File: src/rtl/tft_timing_pkg.sv
// rtl/tft_timing_pkg.sv - 480x272 TFT timing constants, FSM state type and RGB565 colours
package tft_timing_pkg;

   localparam int TFT_H_SYNC  = 41;
   localparam int TFT_H_BACK  = 2;
   localparam int TFT_H_VALID = 480;
   localparam int TFT_H_FRONT = 2;
   localparam int TFT_H_TOTAL = TFT_H_SYNC + TFT_H_BACK + TFT_H_VALID + TFT_H_FRONT;

   localparam int TFT_V_SYNC  = 10;
   localparam int TFT_V_BACK  = 2;
   localparam int TFT_V_VALID = 272;
   localparam int TFT_V_FRONT = 2;
   localparam int TFT_V_TOTAL = TFT_V_SYNC + TFT_V_BACK + TFT_V_VALID + TFT_V_FRONT;

   localparam int TFT_H_START = TFT_H_SYNC + TFT_H_BACK;
   localparam int TFT_V_START = TFT_V_SYNC + TFT_V_BACK;

   localparam logic [9:0] NO_REQ = 10'h3FF;

   typedef enum logic [1:0] {
      IDLE  = 2'd0,
      RUN   = 2'd1,
      DRAIN = 2'd2
   } state_t;

   localparam logic [15:0] BLACK   = 16'h0000;
   localparam logic [15:0] RED     = 16'hF800;
   localparam logic [15:0] GREEN   = 16'h07E0;
   localparam logic [15:0] BLUE    = 16'h001F;
   localparam logic [15:0] YELLOW  = 16'hFFE0;
   localparam logic [15:0] CYAN    = 16'h07FF;
   localparam logic [15:0] MAGENTA = 16'hF81F;
   localparam logic [15:0] WHITE   = 16'hFFFF;

endpackage

File: src/rtl/tft_timing_gen_if.sv
// rtl/tft_timing_gen_if.sv - pixel request/return bus between the timing generator and a pixel source
interface tft_timing_gen_if;
   import tft_timing_pkg::*;

   logic [9:0]  pix_x;
   logic [9:0]  pix_y;
   logic [15:0] pix_data;

   modport master (output pix_x, output pix_y, input pix_data);
   modport slave  (input pix_x, input pix_y, output pix_data);

endinterface

File: src/rtl/tft_hv_cnt.sv
// rtl/tft_hv_cnt.sv - horizontal/vertical raster counters, held at zero while disabled
module tft_hv_cnt
   import tft_timing_pkg::*;
#(
   parameter int H_TOTAL = TFT_H_TOTAL,
   parameter int V_TOTAL = TFT_V_TOTAL
) (
   input  logic       tft_clk,
   input  logic       sys_rst_n,
   input  logic       en,
   output logic [9:0] h_cnt,
   output logic [9:0] v_cnt,
   output logic       frame_end
);

   localparam logic [9:0] H_LAST = 10'(H_TOTAL - 1);
   localparam logic [9:0] V_LAST = 10'(V_TOTAL - 1);

   logic line_end;

   assign line_end  = (h_cnt == H_LAST);
   assign frame_end = line_end && (v_cnt == V_LAST);

   always_ff @(posedge tft_clk or negedge sys_rst_n) begin
      if (!sys_rst_n) begin
         h_cnt <= 10'd0;
         v_cnt <= 10'd0;
      end else if (!en) begin
         h_cnt <= 10'd0;
         v_cnt <= 10'd0;
      end else if (line_end) begin
         h_cnt <= 10'd0;
         v_cnt <= (v_cnt == V_LAST) ? 10'd0 : v_cnt + 10'd1;
      end else begin
         h_cnt <= h_cnt + 10'd1;
      end
   end

endmodule

File: src/rtl/tft_timing_gen.sv
// rtl/tft_timing_gen.sv - TFT raster timing with frame-aligned run/drain control; TFT_FRAME_CNT_EN adds frame_cnt
module tft_timing_gen
   import tft_timing_pkg::*;
#(
   parameter int H_SYNC  = TFT_H_SYNC,
   parameter int H_BACK  = TFT_H_BACK,
   parameter int H_VALID = TFT_H_VALID,
   parameter int H_FRONT = TFT_H_FRONT,
   parameter int H_TOTAL = H_SYNC + H_BACK + H_VALID + H_FRONT,
   parameter int V_SYNC  = TFT_V_SYNC,
   parameter int V_BACK  = TFT_V_BACK,
   parameter int V_VALID = TFT_V_VALID,
   parameter int V_FRONT = TFT_V_FRONT,
   parameter int V_TOTAL = V_SYNC + V_BACK + V_VALID + V_FRONT
) (
   input  logic        tft_clk,
   input  logic        sys_rst_n,
   input  logic        disp_en,
   tft_timing_gen_if.master pix,
   output logic [15:0] rgb_tft,
   output logic        hsync,
   output logic        vsync,
   output logic        tft_de,
   output logic        tft_clk_out,
   output logic        tft_bl,
   output logic        frame_start,
   output logic        busy
`ifdef TFT_FRAME_CNT_EN
   ,
   output logic [15:0] frame_cnt
`endif
);

   localparam logic [9:0] HS_END    = 10'(H_SYNC);
   localparam logic [9:0] VS_END    = 10'(V_SYNC);
   localparam logic [9:0] H_ACT_BEG = 10'(H_SYNC + H_BACK);
   localparam logic [9:0] H_ACT_END = 10'(H_SYNC + H_BACK + H_VALID);
   localparam logic [9:0] H_REQ_BEG = 10'(H_SYNC + H_BACK - 1);
   localparam logic [9:0] H_REQ_END = 10'(H_SYNC + H_BACK + H_VALID - 1);
   localparam logic [9:0] V_ACT_BEG = 10'(V_SYNC + V_BACK);
   localparam logic [9:0] V_ACT_END = 10'(V_SYNC + V_BACK + V_VALID);

   state_t     state;
   logic       busy_q;
   logic       run;
   logic       frame_end;
   logic [9:0] h_cnt;
   logic [9:0] v_cnt;
   logic       v_win;
   logic       active;
   logic       data_req;

   assign run = (state == RUN) || (state == DRAIN);

   tft_hv_cnt #(
      .H_TOTAL (H_TOTAL),
      .V_TOTAL (V_TOTAL)
   ) u_hv_cnt (
      .tft_clk   (tft_clk),
      .sys_rst_n (sys_rst_n),
      .en        (run),
      .h_cnt     (h_cnt),
      .v_cnt     (v_cnt),
      .frame_end (frame_end)
   );

   // Stops only at the last pixel of a frame; DRAIN lets the current frame finish.
   always_ff @(posedge tft_clk or negedge sys_rst_n) begin
      if (!sys_rst_n) begin
         state  <= IDLE;
         busy_q <= 1'b0;
      end else begin
         case (state)
            IDLE: begin
               if (disp_en) begin
                  state  <= RUN;
                  busy_q <= 1'b1;
               end
            end
            RUN: begin
               if (!disp_en) begin
                  if (frame_end) begin
                     state  <= IDLE;
                     busy_q <= 1'b0;
                  end else begin
                     state  <= DRAIN;
                  end
               end
            end
            DRAIN: begin
               if (frame_end) begin
                  state  <= IDLE;
                  busy_q <= 1'b0;
               end else if (disp_en) begin
                  state  <= RUN;
               end
            end
            default: begin
               state  <= IDLE;
               busy_q <= 1'b0;
            end
         endcase
      end
   end

   assign v_win    = (v_cnt >= V_ACT_BEG) && (v_cnt < V_ACT_END);
   assign active   = run && v_win && (h_cnt >= H_ACT_BEG) && (h_cnt < H_ACT_END);
   // Request leads active by one clock to absorb the source's read latency.
   assign data_req = run && v_win && (h_cnt >= H_REQ_BEG) && (h_cnt < H_REQ_END);

   assign pix.pix_x = data_req ? (h_cnt - H_REQ_BEG) : NO_REQ;
   assign pix.pix_y = data_req ? (v_cnt - V_ACT_BEG) : NO_REQ;

   assign hsync       = run && (h_cnt < HS_END);
   assign vsync       = run && (v_cnt < VS_END);
   assign tft_de      = active;
   assign rgb_tft     = active ? pix.pix_data : BLACK;
   assign tft_clk_out = tft_clk;
   assign frame_start = (state == RUN) && (h_cnt == 10'd0) && (v_cnt == 10'd0);
   assign busy        = busy_q;
   assign tft_bl      = busy_q;

`ifdef TFT_FRAME_CNT_EN
   always_ff @(posedge tft_clk or negedge sys_rst_n) begin
      if (!sys_rst_n) begin
         frame_cnt <= 16'd0;
      end else if (run && frame_end) begin
         frame_cnt <= frame_cnt + 16'd1;
      end
   end
`endif

endmodule

File: src/flat_wrapper.sv
// flat-port wrapper written by rule: the top's interface ports become plain ports
module tft_timing_gen_flat import tft_timing_pkg::*;
#(
   parameter int H_SYNC  = TFT_H_SYNC,
   parameter int H_BACK  = TFT_H_BACK,
   parameter int H_VALID = TFT_H_VALID,
   parameter int H_FRONT = TFT_H_FRONT,
   parameter int H_TOTAL = H_SYNC + H_BACK + H_VALID + H_FRONT,
   parameter int V_SYNC  = TFT_V_SYNC,
   parameter int V_BACK  = TFT_V_BACK,
   parameter int V_VALID = TFT_V_VALID,
   parameter int V_FRONT = TFT_V_FRONT,
   parameter int V_TOTAL = V_SYNC + V_BACK + V_VALID + V_FRONT
)
  (tft_clk, sys_rst_n, disp_en, rgb_tft, hsync, vsync, tft_de, tft_clk_out, tft_bl, frame_start, busy, pix_pix_x, pix_pix_y, pix_pix_data);
  tft_timing_gen_if pix_i ();
  input  logic tft_clk;
  input  logic sys_rst_n;
  input  logic disp_en;
  output logic [15:0] rgb_tft;
  output logic hsync;
  output logic vsync;
  output logic tft_de;
  output logic tft_clk_out;
  output logic tft_bl;
  output logic frame_start;
  output logic busy;
  output wire logic [$bits(pix_i.pix_x)-1:0] pix_pix_x;
  output wire logic [$bits(pix_i.pix_y)-1:0] pix_pix_y;
  input wire logic [$bits(pix_i.pix_data)-1:0] pix_pix_data;
  assign pix_pix_x = pix_i.pix_x;
  assign pix_pix_y = pix_i.pix_y;
  assign pix_i.pix_data = pix_pix_data;
  tft_timing_gen #(.H_SYNC(H_SYNC), .H_BACK(H_BACK), .H_VALID(H_VALID), .H_FRONT(H_FRONT), .H_TOTAL(H_TOTAL), .V_SYNC(V_SYNC), .V_BACK(V_BACK), .V_VALID(V_VALID), .V_FRONT(V_FRONT), .V_TOTAL(V_TOTAL)) u_core (.tft_clk(tft_clk), .sys_rst_n(sys_rst_n), .disp_en(disp_en), .pix(pix_i), .rgb_tft(rgb_tft), .hsync(hsync), .vsync(vsync), .tft_de(tft_de), .tft_clk_out(tft_clk_out), .tft_bl(tft_bl), .frame_start(frame_start), .busy(busy));
endmodule
File: config.mk
export PLATFORM = sky130hd
export DESIGN_NAME = tft_timing_gen_flat
export DESIGN_NICKNAME = d
export VERILOG_FILES = /design/src/rtl/tft_timing_pkg.sv /design/src/rtl/tft_timing_gen_if.sv /design/src/rtl/tft_hv_cnt.sv /design/src/rtl/tft_timing_gen.sv /design/src/flat_wrapper.sv
export SDC_FILE = /design/constraint.sdc
export NUM_CORES = 1
export LEC_CHECK = 0
export CAP_MARGIN = 40
export CORE_MARGIN = 2
export CORE_UTILIZATION = 34
export DETAILED_ROUTE_END_ITERATION = 10
export DONT_BUFFER_PORTS = 1
export PLACE_DENSITY = 0.59
export SLEW_MARGIN = 40
export SYNTH_ARGS = -nofsm -noshare
export SYNTH_HDL_FRONTEND = slang
export SYNTH_SLANG_ARGS = --single-unit
File: constraint.sdc
create_clock -name tft_clk -period 2.5 [get_ports tft_clk]
set_input_delay 0.25 -clock tft_clk [delete_from_list [all_inputs] [get_ports tft_clk]]
set_output_delay 0.25 -clock tft_clk [all_outputs]
set_load 0.01 [all_outputs]
==> results of run 1 <==
-- what timing repair did --
item | CTS | global route
pin swaps | 1 | 22
endpoints found under the setup margin | 30 | 27
cloned | 0 | 2
hold buffers | 2 | 0
buffers inserted | 1 | 6
resized for setup | 5 | 37
endpoints found under the hold margin | 23 | 0
-- per-layer routing --
| metal | vias up | routed length (um) |
|---|---|---|
| li1 | 899 | - |
| met1 | 873 | 2424 |
| met2 | 56 | 2726 |
| met3 | 7 | 267 |
| met4 | 0 | 81 |
| met5 | - | 0 |
-- state kept, by name (all words and copies together) (netlist names) --
register	cells
u_core.state	2
u_core.u_hv_cnt.h_cnt	10
u_core.busy	1
u_core.u_hv_cnt.v_cnt	10
-- synthesized netlist by cell type (3+ instances only) --
cell and count:
a21oi_1 4, and2_1 19, and3_2 3, buf_2 3, buf_4 3, clkbuf_1 9
dfrtp_1 23, ha_1 17, inv_1 11, nand2_1 33, nand3_1 9, nand4_1 6
nand4b_1 3, nor2_1 29, nor2b_1 4, nor3_1 6, o21a_1 3, o21ai_0 9
xnor2_1 18, xor2_1 8
-- per-stage QoR --
step | std cells | hold slack [ns] | TNS (ns)
finish | 355 | 0.1457 | -0.02781
floorplan | 252 | -0.04559 | 0
detailed placement | 340 | -0.04482 | 0
global placement | 339 | -0.04472 | 0
CTS | 347 | 0.1363 | 0
global route | 355 | 0.1518 | -1.724
-- worst register-to-register path, cell delays in order (launching register included) --
cell,delay (ns)
dfrtp_1,0.39
buf_4,0.17
inv_1,0.11
ha_1,0.19
nand4_1,0.11
or4_4,0.56
or2_4,0.30
a221oi_2,0.23
o32ai_1,0.12
-- logic make-up after synthesis --
logic type / synth area share (%)
AND/OR/NAND/NOR: 32.70
adder cells (fa/ha/maj): 10.41
AO/OA/AOI/OAI: 10.96
XOR/XNOR: 11.15
buffers and inverters: 6.613
flip-flops: 28.17
-- how the worst max path moves through the flow --
stage	from	end	slack, ns	cells after the start
floorplan	u_core.u_hv_cnt.v_cnt[5]	pix_pix_x[4]	0.23	8
global placement	u_core.u_hv_cnt.v_cnt[5]	rgb_tft[7]	0.04	5
detailed placement	u_core.u_hv_cnt.v_cnt[5]	rgb_tft[7]	0.10	6
CTS	u_core.u_hv_cnt.h_cnt[8]	pix_pix_x[3]	0.01	8
global route	u_core.u_hv_cnt.v_cnt[9]	pix_pix_x[3]	-0.08	7
finish	u_core.u_hv_cnt.v_cnt[5]	pix_pix_x[2]	-0.02	8
-- cell type report --
class                      instances  area [um2]
tap                               75       93.84
sequential                        23       575.6
multi-input combinational        201        1459
inverter                          11       41.29
timing repair buffer              41       336.6
fill                             585        3299
clock buffer                       4       45.04
-- report_power, final --
part / switching [mW] / internal (mW)
Clock: 0.129 / 0.114
Sequential: 0.0484 / 0.414
Combinational: 0.426 / 0.311
Total: 0.604 / 0.839
==> metrics.md, run 1 <==
| Metric | Value |
|---|---|
| TritonRoute pass-1 iters | 4 |
| Num CTS Buffers | 3 |
| Initial Utilization | 34.92% |
| Htree depth | 1 |
| Crit end category | primary output |
| Worst slew margin | a little under three quarters |
| Die footprint | ~6600 um2 |
| Min Tclk post-route | about 2.5 ns |
| HPWL Detailed | slightly below 4 mm |
| Die X | 81.52 um |
| Asr flop ratio synth | 100.0% |
| CTS root buf | clkbuf_8 |
| Post-route DRC | 0 |
| Row cnt | 28 |
| Hold wc startpoint | disp_en |
| Final Wtd Congestion | approximately 0.82 |
| Design area | approximately 2600 um2 |
| Total GRT Usage | 16.82% |
| Ys Warns | 0 |
| Cells after synthesis | 252 |
| DP Area | roughly 2300 um2 |
| Clk slew on worst S/H paths | around 0.090 ns |
| Post-layout util | a little over two fifths |
| TritonCTS clock tree | done |
| Largest net degree at the start of global routing | 24 |
| Antenna diode count | 0 |
| Met2 global-route usage | about 28% |
| Crit path buffers/inverters | 3 |
| Final period util | 100.6% |
| Synthesized flop and latch total | 23 |
| GR Util met3 | under 10% |
| Initial antenna violation count | 0 |
| I/O pin count | 62 |
| Hold Path Class | input port to register |
| Vias per cell | ~5.2 |
| Core region area | ~6000 um2 |
| CP max stage cell | or4_4 |
| Post-synth EDFFs | 0 |
| Antenna Violating Nets Remaining | 0 |
| Setup Skew | about 0.0032 ns |
| Post-synth top area share | between 20% and 30% |
| WP data required | roughly 2.3 ns |
| M1 GR Usage | between 20% and 30% |
| Ys flop type | dfrtp_1 |
| Max Cap Viol | 0 |
| Worst R2R Setup Slack | around 0.20 ns |
| Commonest non-fill, non-tap cell in the layout | buf_4 |
| CP max FO | 8 |
| Number of distinct library cells after synthesis | between 40 and 50 |
| Most frequent cells in the layout | 32 x buf_4, 31 x nand2_1, 29 x nor2_1 |
| R2r worst-path depth | 8 |
| RSZ-0062 raised after global routing | yes |
| WHS Endpoint | u_core.busy |
| Vias in the first global route | approximately 1700 |
| Post-route total power | approximately 1.4 mW |
| Final Hold Fails | 0 |
| DR WL/cell | around 15 um |
| Die H | 81.52 um |
| Max rail drop VDD | around 0.24 mV |
| Gr ovfl total | 0 |
| CP Class | register to primary output |
| DRT Wirelength | between 5 and 6 mm |
| Final slew viol count | 0 |
| Worst path most repeated cell | buf_6 |
| Vias after detailed routing | 1835 |
| Largest cells by area after synthesis | dfrtp_1 28%, ha_1 10%, xnor2_1 7.7% |
| Cell taking the most area after synthesis | dfrtp_1 |
| Area delta synth->final | 24.86% |
| Worst-Skew Late Latency | ~0.27 ns |
| I/O Buffers | 0 |
| LEAKAGE | between 1 and 1.5 nW |
| Pwr dens | approximately 570 nW/um2 |
| Synth Net Count | 288 |
| Clock sink count | 23 |
| GR peak layer | met2 |
| WHS Path Cells | 2 |
| Failing checks | setup timing |
| Largest delay share family, worst path | simple AND/OR/NAND/NOR gates |
| Reg2reg start | u_core.u_hv_cnt.h_cnt[1] |
| Status | complete, but fails checks |
| Initial DRC count | 37 |
| Worst slew pin tran | roughly 0.43 ns |
| CP peak stage delay | 0.52 ns |
| First-pass GRT wire length | ~8.5 mm |
| Final setup violation count | 2 |
| PnR worst setup slack | -0.01571 ns |
| Crit path launch type | register |
| CP Cell Sequence | buf_6, or4_4, o21a_1, o21ai_4, a221oi_4, buf_6, buf_4, nand2_2 |
| Dpl ws | between 0.1 and 0.15 ns |
| Worst R2R End | u_core.state[0] |
| FMAX | a little under 0.4 GHz |
| Cell Area, Synth | slightly above 2000 um2 |
| Critical path data arrival time | between 2 and 2.5 ns |
| Nets | between 300 and 400 |
| Ratio of cells with drive above 1 in the final layout | between 20 and 30% |
| Clock buffer depth | 2 |
| Syn Area/Cell | between 8 and 9 um2 |
| Seq/Total Area, Yosys | about 28% |
No activity file was read; power rests on OpenSTA's default activity.
==> inputs of run 2 (changes only) <==
- CORE_MARGIN: 2 -> unset
==> run 2 against run 1 <==
  * Critical path depth fell by 1
  * Largest power group unchanged
  * Via count fell by 5.1%
  * Combinational power is 3.7% lower
  * The flow now finishes without violations
  * Critical endpoint is now pix_pix_y[7]
  * Register-to-register slack better by 0.02 ns
  * Die area shrank 4.8%
  * Clock skew decreased by 0.0012 ns
  * First-iteration DRC count rose to 3.0 times the previous value
  * Setup slack better by 0.026 ns
  * Final cell count decreased by 5.9%
  * Clock-buffer cell count stayed put
  * Flip-flop and latch count unchanged
==> metrics.md, run 2 (synthesis gave the netlist of run 1 again) <==
| Metric | Value |
|---|---|
| Status | finished, final reports clean |
| Crit path buffers/inverters | 2 |
| Critical path data arrival time | 2.24 ns |
| DR WL/cell | approximately 15 um |
| HPWL Detailed | approximately 3.6 mm |
| Total GRT Usage | around 16% |
| Clock sink count | 23 |
| Post-route DRC | 0 |
| Worst R2R Setup Slack | between 0.2 and 0.25 ns |
| Largest delay share family, worst path | compound AO/OA/AOI/OAI gates |
| CP peak stage delay | roughly 0.55 ns |
| Area delta synth->final | 15.37% |
| CP Cell Sequence | or4_4, a211oi_2, o21ai_2, a221oi_2, buf_4, o21ai_0, buf_4 |
| Most frequent cells in the layout | 33 x nand2_1, 29 x nor2_1, 21 x dfrtp_1 |
| I/O pin count | between 60 and 70 |
| CP max stage cell | or4_4 |
| Setup Skew | between 0.002 and 0.0025 ns |
| Final period util | 99.58% |
| Worst Setup EP | pix_pix_y[7] |
| Vias per cell | 5.213 |
| WP data required | around 2.3 ns |
| Dpl ws | between 0.2 and 0.3 ns |
| Final Wtd Congestion | about 0.83 |
| Critical path origin | u_core.u_hv_cnt.v_cnt[5] |
| Min Tclk post-route | roughly 2.5 ns |
| CP max FO | 8 |
| Initial antenna violation count | 0 |
| Final slew viol count | 0 |
| DRT Wirelength | about 5 mm |
| Initial Utilization | 36.22% |
| CP Class | register to primary output |
| CP Depth | 7 |
| Commonest non-fill, non-tap cell in the layout | nand2_1 |
| R2r worst-path depth | 8 |
| Vias after detailed routing | approximately 1700 |
| Antenna Violating Nets Remaining | 0 |
| Gr ovfl total | 0 |
| Num CTS Buffers | 3 |
| Core region area | around 5600 um2 |
| Design area | around 2400 um2 |
| Die X | slightly below 80 um |
| Largest net degree at the start of global routing | 24 |
| Post-layout util | a little over two fifths |
| Htree depth | 1 |
| Worst slew margin | between 60% and 70% |
| Clock buffer depth | 2 |
| Crit end category | primary output |
| Die footprint | 6323 um2 |
| Worst slew pin tran | ~0.59 ns |
| RSZ-0062 raised after global routing | yes |
| Ratio of cells with drive above 1 in the final layout | around a fifth |
| Max Cap Viol | 0 |
| CTS root buf | clkbuf_8 |
| Clk slew on worst S/H paths | 0.09 ns |
| Pwr dens | ~600 nW/um2 |
| Initial DRC count | 112 |
| Worst R2R End | u_core.busy |
| LEAKAGE | a little under 1 nW |
| Worst path most repeated cell | buf_4 |
| Nets | roughly 300 |
| First-pass GRT wire length | between 8 and 9 mm |
| Fillers | between 500 and 600 |
| Hold Path Class | input port to register |
| Max rail drop VDD | 0.3395 mV |
| Crit path launch type | register |
| Worst-Skew Late Latency | between 0.2 and 0.3 ns |
| Final setup violation count | 0 |
| TritonCTS clock tree | done |
| TritonRoute pass-1 iters | 4 |
| PnR worst setup slack | ~0.010 ns |
| Regs by FF count | u_core.u_hv_cnt.h_cnt: 10 flops, u_core.u_hv_cnt.v_cnt: 10 flops, u_core.state: 2 flops |
| FMAX | approximately 0.40 GHz |
| DP Area | between 2000 and 2500 um2 |
| Vias in the first global route | approximately 1600 |
| I/O Buffers | 0 |
| Die H | slightly below 80 um |
| Final Hold Fails | 0 |
| Reg2reg start | u_core.u_hv_cnt.h_cnt[1] |
| Row cnt | 27 |
| Antenna diode count | 0 |
run 2: changes by cell type in the layout (fill, tap and decap cells not counted), sizes merged:
cell	change
buf	-18
run 2: layer usage:
layer	share of wire [%]	track usage (%)
met1	44	20.80
met2	48	26.50
met3	6.3	3.771
met4	1.7	6.909
met5	0	0
run 2: what timing repair did:
item | in CTS | in global routing
setup buffers | 2 | 1
setup endpoints to repair | 17 | 21
hold buffers | 2 | 0
gates cloned | 1 | 1
hold endpoints to repair | 23 | 0
gates resized for setup | 4 | 16
pin swaps | 0 | 3
run 2: per-stage QoR:
stage / hold slack, ns / std cells / total power, mW / setup TNS (ns)
2_1_floorplan: -0.04559 / 252 / 0.9617 / 0
3_5_place_dp: -0.04501 / 323 / 1.153 / 0
4_1_cts: 0.1520 / 332 / 1.422 / 0
6_report: 0.1570 / 334 / 1.424 / 0
5_1_grt: 0.1661 / 334 / 1.538 / -1.115
3_3_place_gp: -0.04493 / 323 / 1.150 / 0
run 2: report_power, final:
group	leakage, nW	switching (mW)	internal, mW
combinational	0.643	0.420	0.290
sequential	0.311	0.0597	0.414
clock	0.0228	0.127	0.114
run 2: area by class of cell:
| class | count | area, um2 | area share (%) |
|---|---|---|---|
| Clock buffer | 4 | 45.04 | 1.911 |
| Inverter | 11 | 41.29 | 1.752 |
| Multi-Input combinational cell | 201 | 1414 | 59.98 |
| Timing Repair Buffer | 23 | 188.9 | 8.015 |
| Tap cell | 72 | 90.09 | 3.822 |
| Sequential cell | 23 | 578.1 | 24.52 |
run 2: worst register-to-register path, cell delays in order (launching register included):
cell and delay (ns):
dfrtp_1 0.40, buf_4 0.15, inv_1 0.10, ha_1 0.18, nand4_1 0.15, or4_4 0.52, o21ai_2 0.46, nand4b_1 0.16
nand3_1 0.09
run 2: worst min-delay path by stage:
| stage | start | end | slack [ns] | cells past startpoint |
|---|---|---|---|---|
| after CTS | disp_en | u_core.busy | 0.15 | 2 |
| after global routing | disp_en | u_core.busy | 0.17 | 2 |
| after floorplan | sys_rst_n | u_core.busy | -0.05 | 0 |
| final | disp_en | u_core.busy | 0.16 | 2 |
| after global placement | sys_rst_n | u_core.u_hv_cnt.v_cnt[6] | -0.04 | 0 |
| after detailed placement | sys_rst_n | u_core.u_hv_cnt.v_cnt[6] | -0.05 | 0 |
